--- config.mk ---
export PLATFORM = sky130hd
export DESIGN_NAME = game_status
export DESIGN_NICKNAME = d
export VERILOG_FILES = /design/src/rtl/game_status.sv
export SDC_FILE = /design/constraint.sdc
export NUM_CORES = 1
export LEC_CHECK = 0
export ABC_CLOCK_PERIOD_IN_PS = 5600
export CAP_MARGIN = 5
export CORE_MARGIN = 10
export CORE_UTILIZATION = 35
export DETAILED_ROUTE_END_ITERATION = 7
export GPL_TIMING_DRIVEN = 0
export PLACE_DENSITY_LB_ADDON = 0.1
export SETUP_SLACK_MARGIN = 0.02
export SKIP_CTS_REPAIR_TIMING = 1
export SYNTH_ARGS = -nofsm -noshare
export SYNTH_HDL_FRONTEND = slang
export SYNTH_SLANG_ARGS = --single-unit
--- constraint.sdc ---
create_clock -name clock -period 5.6 [get_ports clock]
set_input_delay 1.12 -clock clock [delete_from_list [all_inputs] [get_ports clock]]
set_output_delay 1.12 -clock clock [all_outputs]
set_load 0.01 [all_outputs]
--- src/rtl/game_status.sv ---
// game_status: LED sweep reaction game core with BCD score, levels and 7-segment digits
module game_status #(
  parameter int STEP_CYCLES = 8,
  parameter int MAX_LEVEL   = 3
) (
  input  logic       clock,
  input  logic       start,
  input  logic [9:0] switch,
  output logic [9:0] led,
  output logic [6:0] point_msb,
  output logic [6:0] point_lsb,
  output logic [6:0] level_out,
  output logic       splitter
);
  localparam int CW = $clog2(STEP_CYCLES + 1);
  typedef enum logic [3:0] {OVER = 4'd0, READY = 4'd1, RUN = 4'd2, LEVEL_UP = 4'd3} state_t;
  state_t _current, current_d;
  logic [9:0] led_q, led_d;
  logic [3:0] tens_q, tens_d, ones_q, ones_d, level_q, level_d;
  logic [CW-1:0] count_q, count_d, last;
  logic step, sat;
  function automatic logic [6:0] seg(input logic [3:0] d);
    case (d)
      4'd0: seg = 7'b1000000;
      4'd1: seg = 7'b1111001;
      4'd2: seg = 7'b0100100;
      4'd3: seg = 7'b0110000;
      4'd4: seg = 7'b0011001;
      4'd5: seg = 7'b0010010;
      4'd6: seg = 7'b0000010;
      4'd7: seg = 7'b1111000;
      4'd8: seg = 7'b0000000;
      4'd9: seg = 7'b0010000;
      default: seg = 7'b1111111;
    endcase
  endfunction
  // next-state: sweep timing, hit scoring and level progression
  always_comb begin
    last = CW'((STEP_CYCLES >> (level_q - 4'd1)) - 1);
    step = (_current == RUN) && (count_q == last);
    sat = (tens_q == 4'd9) && (ones_q == 4'd9);
    current_d = _current;
    led_d = led_q;
    tens_d = tens_q;
    ones_d = ones_q;
    level_d = level_q;
    count_d = count_q;
    case (_current)
      READY: begin
        led_d = 10'h200;
        count_d = '0;
        current_d = RUN;
      end
      RUN: begin
        count_d = step ? '0 : count_q + 1'b1;
        if (step && switch == led_q && !sat) begin
          ones_d = (ones_q == 4'd9) ? 4'd0 : ones_q + 4'd1;
          tens_d = (ones_q == 4'd9) ? tens_q + 4'd1 : tens_q;
        end
        if (step) begin
          led_d = (led_q == 10'd1) ? led_q : led_q >> 1;
          current_d = (led_q == 10'd1) ? LEVEL_UP : RUN;
        end
      end
      LEVEL_UP: begin
        if (level_q == 4'(MAX_LEVEL)) begin
          led_d = 10'h3FF;
          current_d = OVER;
        end else begin
          level_d = level_q + 4'd1;
          led_d = 10'h200;
          count_d = '0;
          current_d = RUN;
        end
      end
      default: current_d = OVER;
    endcase
  end
  // state registers, cleared to the ready state while start is held
  always_ff @(posedge clock or posedge start) begin
    if (start) begin
      _current <= READY;
      led_q <= '0;
      tens_q <= '0;
      ones_q <= '0;
      level_q <= 4'd1;
      count_q <= '0;
    end else begin
      _current <= current_d;
      led_q <= led_d;
      tens_q <= tens_d;
      ones_q <= ones_d;
      level_q <= level_d;
      count_q <= count_d;
    end
  end
  assign led = led_q;
  assign splitter = step;
  assign point_msb = seg(tens_q);
  assign point_lsb = seg(ones_q);
  assign level_out = seg(level_q);
endmodule

### Yosys cells after proc, flatten, opt, wreduce, memory -nomap -nowiden

Memories as Yosys holds them, arrays and structs flattened.
Cells that the tools add are included.
W data, S select, Z words.

* flip-flop bits (word level): 30
* ROM bits: 336
* input port bits: 12
* output and inout port bits: 32
* logic and storage cells: 52
* memories: 3

* $add $sub $neg: 6
* equal/unequal tests: 12
* shift operators: 1
* multiplexer cells: 12
* bitwise logic cells: 1
* reduce and logical (&&, ||, !) cells: 11

Memory list
* (name not given): depth 16, bits a word 7, read ports 1, clocked after memory_dff 0, write ports 0, line 23 `case (d)`
* (name not given): depth 16, bits a word 7, read ports 1, clocked after memory_dff 0, write ports 0, line 23
* (name not given): depth 16, bits a word 7, read ports 1, clocked after memory_dff 0, write ports 0, line 23

Operators with widths (count)
* $pmux W10 S3: 1
* $pmux W4 S3: 2
* $mux W10: 2
* $add A4 B1 Y4 const B: 4
* $mux W4: 4
* $eq A4 B2 Y1 const B: 3
* $eq A10 B1 Y1 const B: 1
* $eq A10 B10 Y1: 1
* $mux W9: 1
* $eq A4 B4 Y1 const B: 2
* $ne A2 B2 Y1 const B: 3
* $reduce_and A2 Y1: 3
* $reduce_and A3 Y1: 2
* $eq A4 B1 Y1 const B: 1
* $eq A4 B4 Y1: 1
* $logic_and A1 B1 Y1: 4
* $shr A4 B4 Y4 const A: 1
* $sub A4 B1 Y4 const B: 1
* $sub A4 B2 Y4 const B: 1
* $reduce_bool A3 Y1: 1
* $mux W2: 1
* $logic_not A1 Y1: 1
* $mux W1: 1
* $not A1 Y1: 1

### Longest topological paths before layout

Gate-level depths: netlist (run 1).

* word-level depth: 8
* mapped depth: 13
* mapped depth without buffers: 12

### Worst setup path after synthesis (run 1)

No wires, ideal clock.

* kind: register -> output
* start: register level_q[0]
* end: output port splitter
* arrival: 3.058 ns
* required time: 4.480 ns
* path slack: 1.422 ns
* cell stages (with the launch flop): 12
* path buffers: 1
* cell sequence: dfstp_2 > inv_1 > ha_1 > ha_1 > or4b_2 > ha_1 > xor2_1 > nor3_1 > mux2i_1 > a211o_4 > buf_8 > nor2_1

* cells in the longest elaborated chain, start to end: 5

Ends and longest elaborated chain
* start: declaration: line 19 `logic [3:0] tens_q, tens_d, ones_q, ones_d, level_q, level_d;`
* start signal: assignment: line 93 `level_q <= level_d;`
* $sub A4 B1 Y4: line 39 `last = CW'((STEP_CYCLES >> (level_q - 4'd1)) - 1);`
* $shr A4 B4 Y4: line 39
* $sub A4 B2 Y4: line 39
* $eq A4 B4 Y1: line 40 `step = (_current == RUN) && (count_q == last);`
* $logic_and A1 B1 Y1: line 40
* end: declaration: line 13 `output logic splitter`

Every way passes these cells.

### Final worst setup path (run 1)

Ends and elaborated chain as after synthesis.

==> reports/summary.json, run 1 <==
{
  "worst_setup_path": {
    "path_cells": "inv_1 > ha_1 > ha_1 > or4b_2 > ha_1 > xor2_1 > nor3_1 > mux2i_1 > a211o_4 > buf_8 > nor2_1 > clkdlybuf4s50_1",
    "endpoint_kind": "output pin",
    "path_buf_inv": 3,
    "timing.reg2reg.setup_slack_ns": 1.91,
    "worst_path_most_repeated_cell": "sky130_fd_sc_hd__ha_1",
    "worst_r2r_path_depth": 11,
    "worst_ep_arrival_time_ns": 4.06,
    "cp_data_required_time_ns": 4.48,
    "worst_setup_path_start_kind": "flop",
    "critical_path_class": "flop to output pin",
    "regToRegEndpoint": "tens_q[1]$_DFFE_PP0P_",
    "worst-path-max-fanout": 10,
    "worstReg2RegStart": "level_q[0]$_DFFE_PP1P_",
    "critical_path_top_delay_cell": "sky130_fd_sc_hd__dfstp_2",
    "family_with_the_most_delay_on_the_worst_path": "simple AND/OR/NAND/NOR gates",
    "slowest_delay_ns": 0.62
  },
  "sta": {
    "final-hold-violation-count": 0,
    "max_clock_freq_ghz": 0.1929,
    "worst_slew_margin_rel_pct": 27.93,
    "final_worst_slack_ns": 0.4161,
    "finalMaxSlewViolations": 0,
    "unrepaired_setup_endpoints_after_global_routing": "false",
    "finalCritPeriodShare_pct": 92.57,
    "finClkSkew_ns": 0.004013,
    "layout_min_cycle_time_ns": 5.184,
    "worst_pin_slew_ns": 1.080,
    "number_of_failing_setup_endpoints_in_the_final_timing_report": 0,
    "final.setup.tns_ns": 0
  },
  "detailed_routing": {
    "wirelength_mm": 4.767,
    "drt-pass1-iter-count": 4,
    "mean_number_of_vias_per_cell": 5.050,
    "route.vias.total": 1803,
    "wire_per_inst_um": 13.35,
    "drc": 0,
    "dr.first_iter.drc_count": 39,
    "ant_nets": 0
  },
  "power_and_ir_drop": {
    "power.switching_fraction_pct": 18.85,
    "power.internal_mw": 0.3066,
    "p_leak_nw": 1.148,
    "switching_power_mw": 0.07123,
    "vdd_drop_max_v": 0.0001014,
    "sequential_cell_fraction_of_total_power_pct": 53.5,
    "power.clock.fraction_pct": 42.4,
    "power_frac_comb_pct": 4.1,
    "pwr_cell_area_nw_per_um2": 140.3,
    "totalPowerFinal_mw": 0.3778
  },
  "synthesis": {
    "ys_top_cells_by_area": "sky130_fd_sc_hd__dfrtp_1 (31%), sky130_fd_sc_hd__ha_1 (10%), sky130_fd_sc_hd__nand2_1 (5.4%)",
    "synth-warning-count": 0,
    "synth_cell_type_count": 48,
    "synth_area_leader_cell": "sky130_fd_sc_hd__dfrtp_1",
    "async_reset_ff_share_pct": 100.0,
    "syn_area_per_cell_um2": 8.923,
    "post-synth-top-area-fraction_pct": 31.03,
    "synthesis.instances": 235,
    "synthesis.area_um2": 2097,
    "ys_ff_latch": 28,
    "synth_sequential_area_ratio_pct": 33.53,
    "synth_enable_flop_cells": 0,
    "synth_nets": 264,
    "postSynth.topFlopCell": "sky130_fd_sc_hd__dfrtp_1"
  },
  "grt": {
    "globalRouteMet2Util_pct": 16.40,
    "antenna_found_initial": 0,
    "grt.met3_usage_pct": 2.774,
    "grt_pass1_wl_mm": 8.487,
    "grt_most_used_layer": "met2",
    "grtUsageTotal_pct": 10.04,
    "grt_use_met1_pct": 12.95,
    "largest_net_degree_at_the_start_of_global_routing": 29,
    "grt_overflow": 0,
    "via_count_of_the_first_global_routing_pass": 1766
  },
  "worst_hold_path": {
    "worst_hold_path.num_cells": 1,
    "holdPathEnd": "count_q[0]$_DFFE_PP0P_",
    "hold_path.class": "flop to flop",
    "holdCritStartpoint": "count_q[0]$_DFFE_PP0P_"
  },
  "cts": {
    "cts_made_buffers": 3,
    "worst_setup_hold_path_clk_slew_ns": 0.10,
    "clkLatencyLatePin_ns": 0.27,
    "clock_tree.buffer_depth": 2,
    "tritoncts": "built",
    "clockRootBuffer": "sky130_fd_sc_hd__clkbuf_8",
    "cts_htree_levels": 1,
    "cts_sinks": 28
  },
  "placed_design": {
    "place_congestion": 0.7895,
    "dp.final_hpwl_mm": 3.706,
    "numPortBuffers": 43,
    "pre_cts_ws_ns": 0.6976,
    "placedCellCount": 353
  },
  "die": {
    "die_area_um2": 9488,
    "core-area_um2": 5886,
    "die_y_um": 97.41,
    "pin_count": 44,
    "floorplan.initialDensity_pct": 35.63,
    "rows": 28,
    "die_w_um": 97.41
  },
  "run_status": {
    "outcome": "finished clean"
  },
  "final_layout": {
    "final_layout_size_suffix_gt1_share_pct": 7.801,
    "final-instance-count-excl-fill": 357,
    "fillCellCount": 578,
    "diodes": 0,
    "finish.net_count": 312,
    "layout_stage_area_growth_over_the_synthesis_result_pct": 28.40
  },
  "flow_run": {
    "drv.max_cap_violation_count": 0
  }
}
## cells by family (layout without fill, tap and decap cells)
family | after synthesis | in the layout | share of synthesized area (%)
multiplexers | 5 | 5 | 2.625
AO/OA/AOI/OAI | 52 | 52 | 17.36
AND/OR/NAND/NOR | 92 | 92 | 24.17
flip-flops | 28 | 28 | 33.53
XOR/XNOR | 18 | 18 | 7.518
buffers and inverters | 23 | 70 | 4.653
adder cells (fa/ha/maj) | 17 | 17 | 10.14
## worst max path at each step
stage                                       from        to  slack, ns  cells after the start
after global routing      level_q[2]$_DFFE_PP0P_  splitter       0.12                     12
final                     level_q[0]$_DFFE_PP1P_  splitter       0.42                     12
after CTS                 level_q[0]$_DFFE_PP1P_  splitter       0.38                     12
after global placement    level_q[0]$_DFFE_PP1P_  splitter       0.71                     12
after detailed placement  level_q[0]$_DFFE_PP1P_  splitter       0.70                     12
after floorplan           level_q[0]$_DFFE_PP1P_  splitter       1.42                     11
## power by group through the flow
stage / Combinational [mW] / Sequential [mW] / Clock [mW]
2_1_floorplan: 0.00615 / 0.206 / 0
3_3_place_gp: 0.0161 / 0.206 / 0
3_5_place_dp: 0.0161 / 0.206 / 0
4_1_cts: 0.0161 / 0.202 / 0.166
5_1_grt: 0.0174 / 0.202 / 0.174
6_report: 0.0156 / 0.202 / 0.160
## per-layer routing
metal	up-vias	wire, um
li1	925	-
met1	852	2355
met2	24	2164
met3	2	225
met4	0	22
met5	-	0
## cell type report
cell class                      count  area [um^2]  area share (%)
Timing Repair Buffer               43        430.4           15.99
Inverter                           17        63.81           2.370
Multi-Input combinational cell    184         1296           48.14
Clock inverter                      1        30.03           1.115
Sequential cell                    28        703.2           26.12
Clock buffer                        3        41.29           1.533
Tap cell                           75        93.84           3.485
Buffer                              6        33.78           1.255
## registers in the layout, indices dropped and copies added (netlist names)
name	count
led	10
count_q	4
level_q	4
ones_q	4
tens_q	4
_current	2
## cell usage after synthesis (2+ instances only)
master / count
sky130_fd_sc_hd__or2_2: 3
sky130_fd_sc_hd__o221a_1: 9
sky130_fd_sc_hd__inv_1: 17
sky130_fd_sc_hd__o31ai_1: 2
sky130_fd_sc_hd__and2_1: 2
sky130_fd_sc_hd__nand2_1: 30
sky130_fd_sc_hd__nor3b_1: 2
sky130_fd_sc_hd__nand4_1: 3
sky130_fd_sc_hd__mux2i_1: 4
sky130_fd_sc_hd__nor4_1: 3
sky130_fd_sc_hd__xnor2_1: 10
sky130_fd_sc_hd__nand2b_1: 5
sky130_fd_sc_hd__nor2_1: 14
sky130_fd_sc_hd__o22ai_1: 2
sky130_fd_sc_hd__o21ai_0: 16
sky130_fd_sc_hd__dfrtp_1: 26
sky130_fd_sc_hd__and3_1: 2
sky130_fd_sc_hd__or3_1: 2
sky130_fd_sc_hd__xor2_1: 8
sky130_fd_sc_hd__clkbuf_1: 4
sky130_fd_sc_hd__nor3_1: 8
sky130_fd_sc_hd__dfstp_2: 2
sky130_fd_sc_hd__ha_1: 17
sky130_fd_sc_hd__nand3_1: 4
sky130_fd_sc_hd__a21oi_1: 16
sky130_fd_sc_hd__nor4_2: 2
## stage by stage
step / area (um^2) / hold slack (ns) / util, %
6_report: 2693 / 0.5689 / 45.75
5_1_grt: 2693 / 0.6046 / 45.75
4_1_cts: 2693 / 0.5756 / 45.75
3_5_place_dp: 2621 / 0.5574 / 44.54
3_3_place_gp: 2621 / 0.5520 / 44.54
2_1_floorplan: 2097 / 0.5059 / -
## cells in the final DEF (no fill, tap or decap), drive strengths merged, types with 3 or more instances in the layout
master          n
o221a           9
xor2            8
a21oi          16
clkdlybuf4s50  43
xnor2          10
dfrtp          26
o21ai          17
nand4           4
or2             3
nand2b          5
nor2           15
inv            17
mux2i           4
nand2          31
nor4            5
nor3            9
nand3           4
ha             17
clkbuf          7
(Power assumes the default switching activity.)
==> run 2: changes to the inputs <==
Settings changed: GPL_TIMING_DRIVEN 0 to not set.
==> run 2 against run 1 <==
Fmax increased by 3.0%. Utilization decreased by 0.57 points. Worst setup slack improved by 0.15 ns. Combinational power about the same. Highest routed layer unchanged.
==> reports/summary.json, run 2 (synthesis gave the netlist of run 1 again) <==
{
  "run_status": {
    "outcome": "finished clean"
  },
  "placed_design": {
    "pre_cts_ws_ns": 0.8362,
    "place_congestion": 0.7871,
    "dp.final_hpwl_mm": 3.649,
    "numPortBuffers": 43
  },
  "die": {
    "core-area_um2": 5886,
    "die_area_um2": 9488,
    "floorplan.initialDensity_pct": 35.63,
    "die_y_um": 97.41,
    "pin_count": 44,
    "die_w_um": 97.41,
    "rows": 28
  },
  "detailed_routing": {
    "dr.first_iter.drc_count": 85,
    "drt-pass1-iter-count": 4,
    "ant_nets": 0,
    "wire_per_inst_um": 13.62,
    "mean_number_of_vias_per_cell": 5.026,
    "wirelength_mm": 4.782,
    "drc": 0,
    "route.vias.total": 1764
  },
  "grt": {
    "grt_pass1_wl_mm": 8.507,
    "via_count_of_the_first_global_routing_pass": 1748,
    "grtUsageTotal_pct": 10.23,
    "antenna_found_initial": 0,
    "grt_overflow": 0,
    "largest_net_degree_at_the_start_of_global_routing": 29
  },
  "sta": {
    "max_clock_freq_ghz": 0.1987,
    "number_of_failing_setup_endpoints_in_the_final_timing_report": 0,
    "final-hold-violation-count": 0,
    "worst_slew_margin_rel_pct": 27.16,
    "final_worst_slack_ns": 0.5676,
    "worst_pin_slew_ns": 1.091,
    "finClkSkew_ns": 0.008807,
    "finalMaxSlewViolations": 0,
    "unrepaired_setup_endpoints_after_global_routing": "false",
    "finalCritPeriodShare_pct": 89.86,
    "layout_min_cycle_time_ns": 5.032,
    "final.setup.tns_ns": 0
  },
  "worst_setup_path": {
    "worst-path-max-fanout": 15,
    "endpoint_kind": "output pin",
    "worstReg2RegStart": "level_q[0]$_DFFE_PP1P_",
    "cp_data_required_time_ns": 4.48,
    "critPathLaunch": "level_q[0]$_DFFE_PP1P_",
    "critical_path_class": "flop to output pin",
    "worst_ep_arrival_time_ns": 3.91,
    "worst_setup_path_start_kind": "flop"
  },
  "final_layout": {
    "diodes": 0,
    "final_cell_mix": "sky130_fd_sc_hd__clkdlybuf4s50_1 (43), sky130_fd_sc_hd__nand2_1 (30), sky130_fd_sc_hd__dfrtp_1 (26), sky130_fd_sc_hd__inv_1 (17), sky130_fd_sc_hd__ha_1 (17)",
    "most_common_cell_after_layout_fill_and_taps_aside": "sky130_fd_sc_hd__clkdlybuf4s50_1",
    "largest_reg_flops": 10,
    "layout_stage_area_growth_over_the_synthesis_result_pct": 26.79,
    "finish.net_count": 306,
    "final_util_pct": 45.17,
    "final_layout_size_suffix_gt1_share_pct": 7.609
  },
  "power_and_ir_drop": {
    "vdd_drop_max_v": 0.00008955,
    "pwr_cell_area_nw_per_um2": 142.9,
    "p_leak_nw": 1.134,
    "totalPowerFinal_mw": 0.3798
  },
  "cts": {
    "clockRootBuffer": "sky130_fd_sc_hd__clkbuf_8",
    "cts_made_buffers": 3,
    "tritoncts": "built",
    "cts_sinks": 28,
    "cts_htree_levels": 1,
    "clkLatencyLatePin_ns": 0.28,
    "worst_setup_hold_path_clk_slew_ns": 0.10,
    "clock_tree.buffer_depth": 2
  },
  "flow_run": {
    "drv.max_cap_violation_count": 0
  },
  "worst_hold_path": {
    "hold_path.class": "flop to flop",
    "holdCritStartpoint": "count_q[0]$_DFFE_PP0P_"
  }
}
run 2: cell count changes in the layout (fill, tap and decap cells not counted), sizes merged:
cell / change
clkbuf: -4
buf: -2
run 2: layout make-up:
type                            count  area, um^2
Clock buffer                        3       41.29
Clock inverter                      1       30.03
Fill cell                         604        3227
Inverter                           17       63.81
Multi-Input combinational cell    184        1296
Sequential cell                    28       703.2
Tap cell                           75       93.84
Timing Repair Buffer               43       430.4
run 2: worst max-delay path, cell delays in order (launching register included):
cell and delay, ns:
sky130_fd_sc_hd__dfstp_2 0.62, sky130_fd_sc_hd__inv_1 0.12, sky130_fd_sc_hd__ha_1 0.24, sky130_fd_sc_hd__ha_1 0.30
sky130_fd_sc_hd__or4b_2 0.59, sky130_fd_sc_hd__ha_1 0.21, sky130_fd_sc_hd__xor2_1 0.16, sky130_fd_sc_hd__nor3_1 0.18
sky130_fd_sc_hd__mux2i_1 0.11, sky130_fd_sc_hd__a211o_4 0.43, sky130_fd_sc_hd__nor2_1 0.13, sky130_fd_sc_hd__clkdlybuf4s50_1 0.54
run 2: per-layer routing:
metal  GRT usage (%)  vias up  wire length (um)
li1                -      912                 -
met1           13.53      822              2313
met2           15.48       25              2149
met3           2.916        5               258
met4           3.356        0                61
met5               0        -                 0
run 2: final timing paths:
check | endpoint | cells after the start | slack, ns
min reg2reg | count_q[0]$_DFFE_PP0P_ | 1 | 0.55
max in group asynchronous | ones_q[3]$_DFFE_PP0P_ | 2 | 3.54
max | splitter | 11 | 0.57
min in group asynchronous | ones_q[1]$_DFFE_PP0P_ | 2 | 1.41
max reg2reg | tens_q[1]$_DFFE_PP0P_ | 11 | 1.88
min | count_q[0]$_DFFE_PP0P_ | 1 | 0.55
run 2: metrics by stage:
stage               hold WS (ns)  instance area (um^2)  instances
CTS                       0.5546                  2659        351
global placement          0.5570                  2587        347
detailed placement        0.5411                  2587        347
floorplan                 0.5059                  2097        235
global route              0.5865                  2659        351
finish                    0.5462                  2659        351
run 2: power breakdown:
part           switching (mW)  leakage (nW)  internal, mW  total (mW)
Clock                  0.0662        0.0357        0.0959       0.162
Combinational         0.00681         0.740       0.00879      0.0156
Sequential                  0         0.358         0.202       0.202
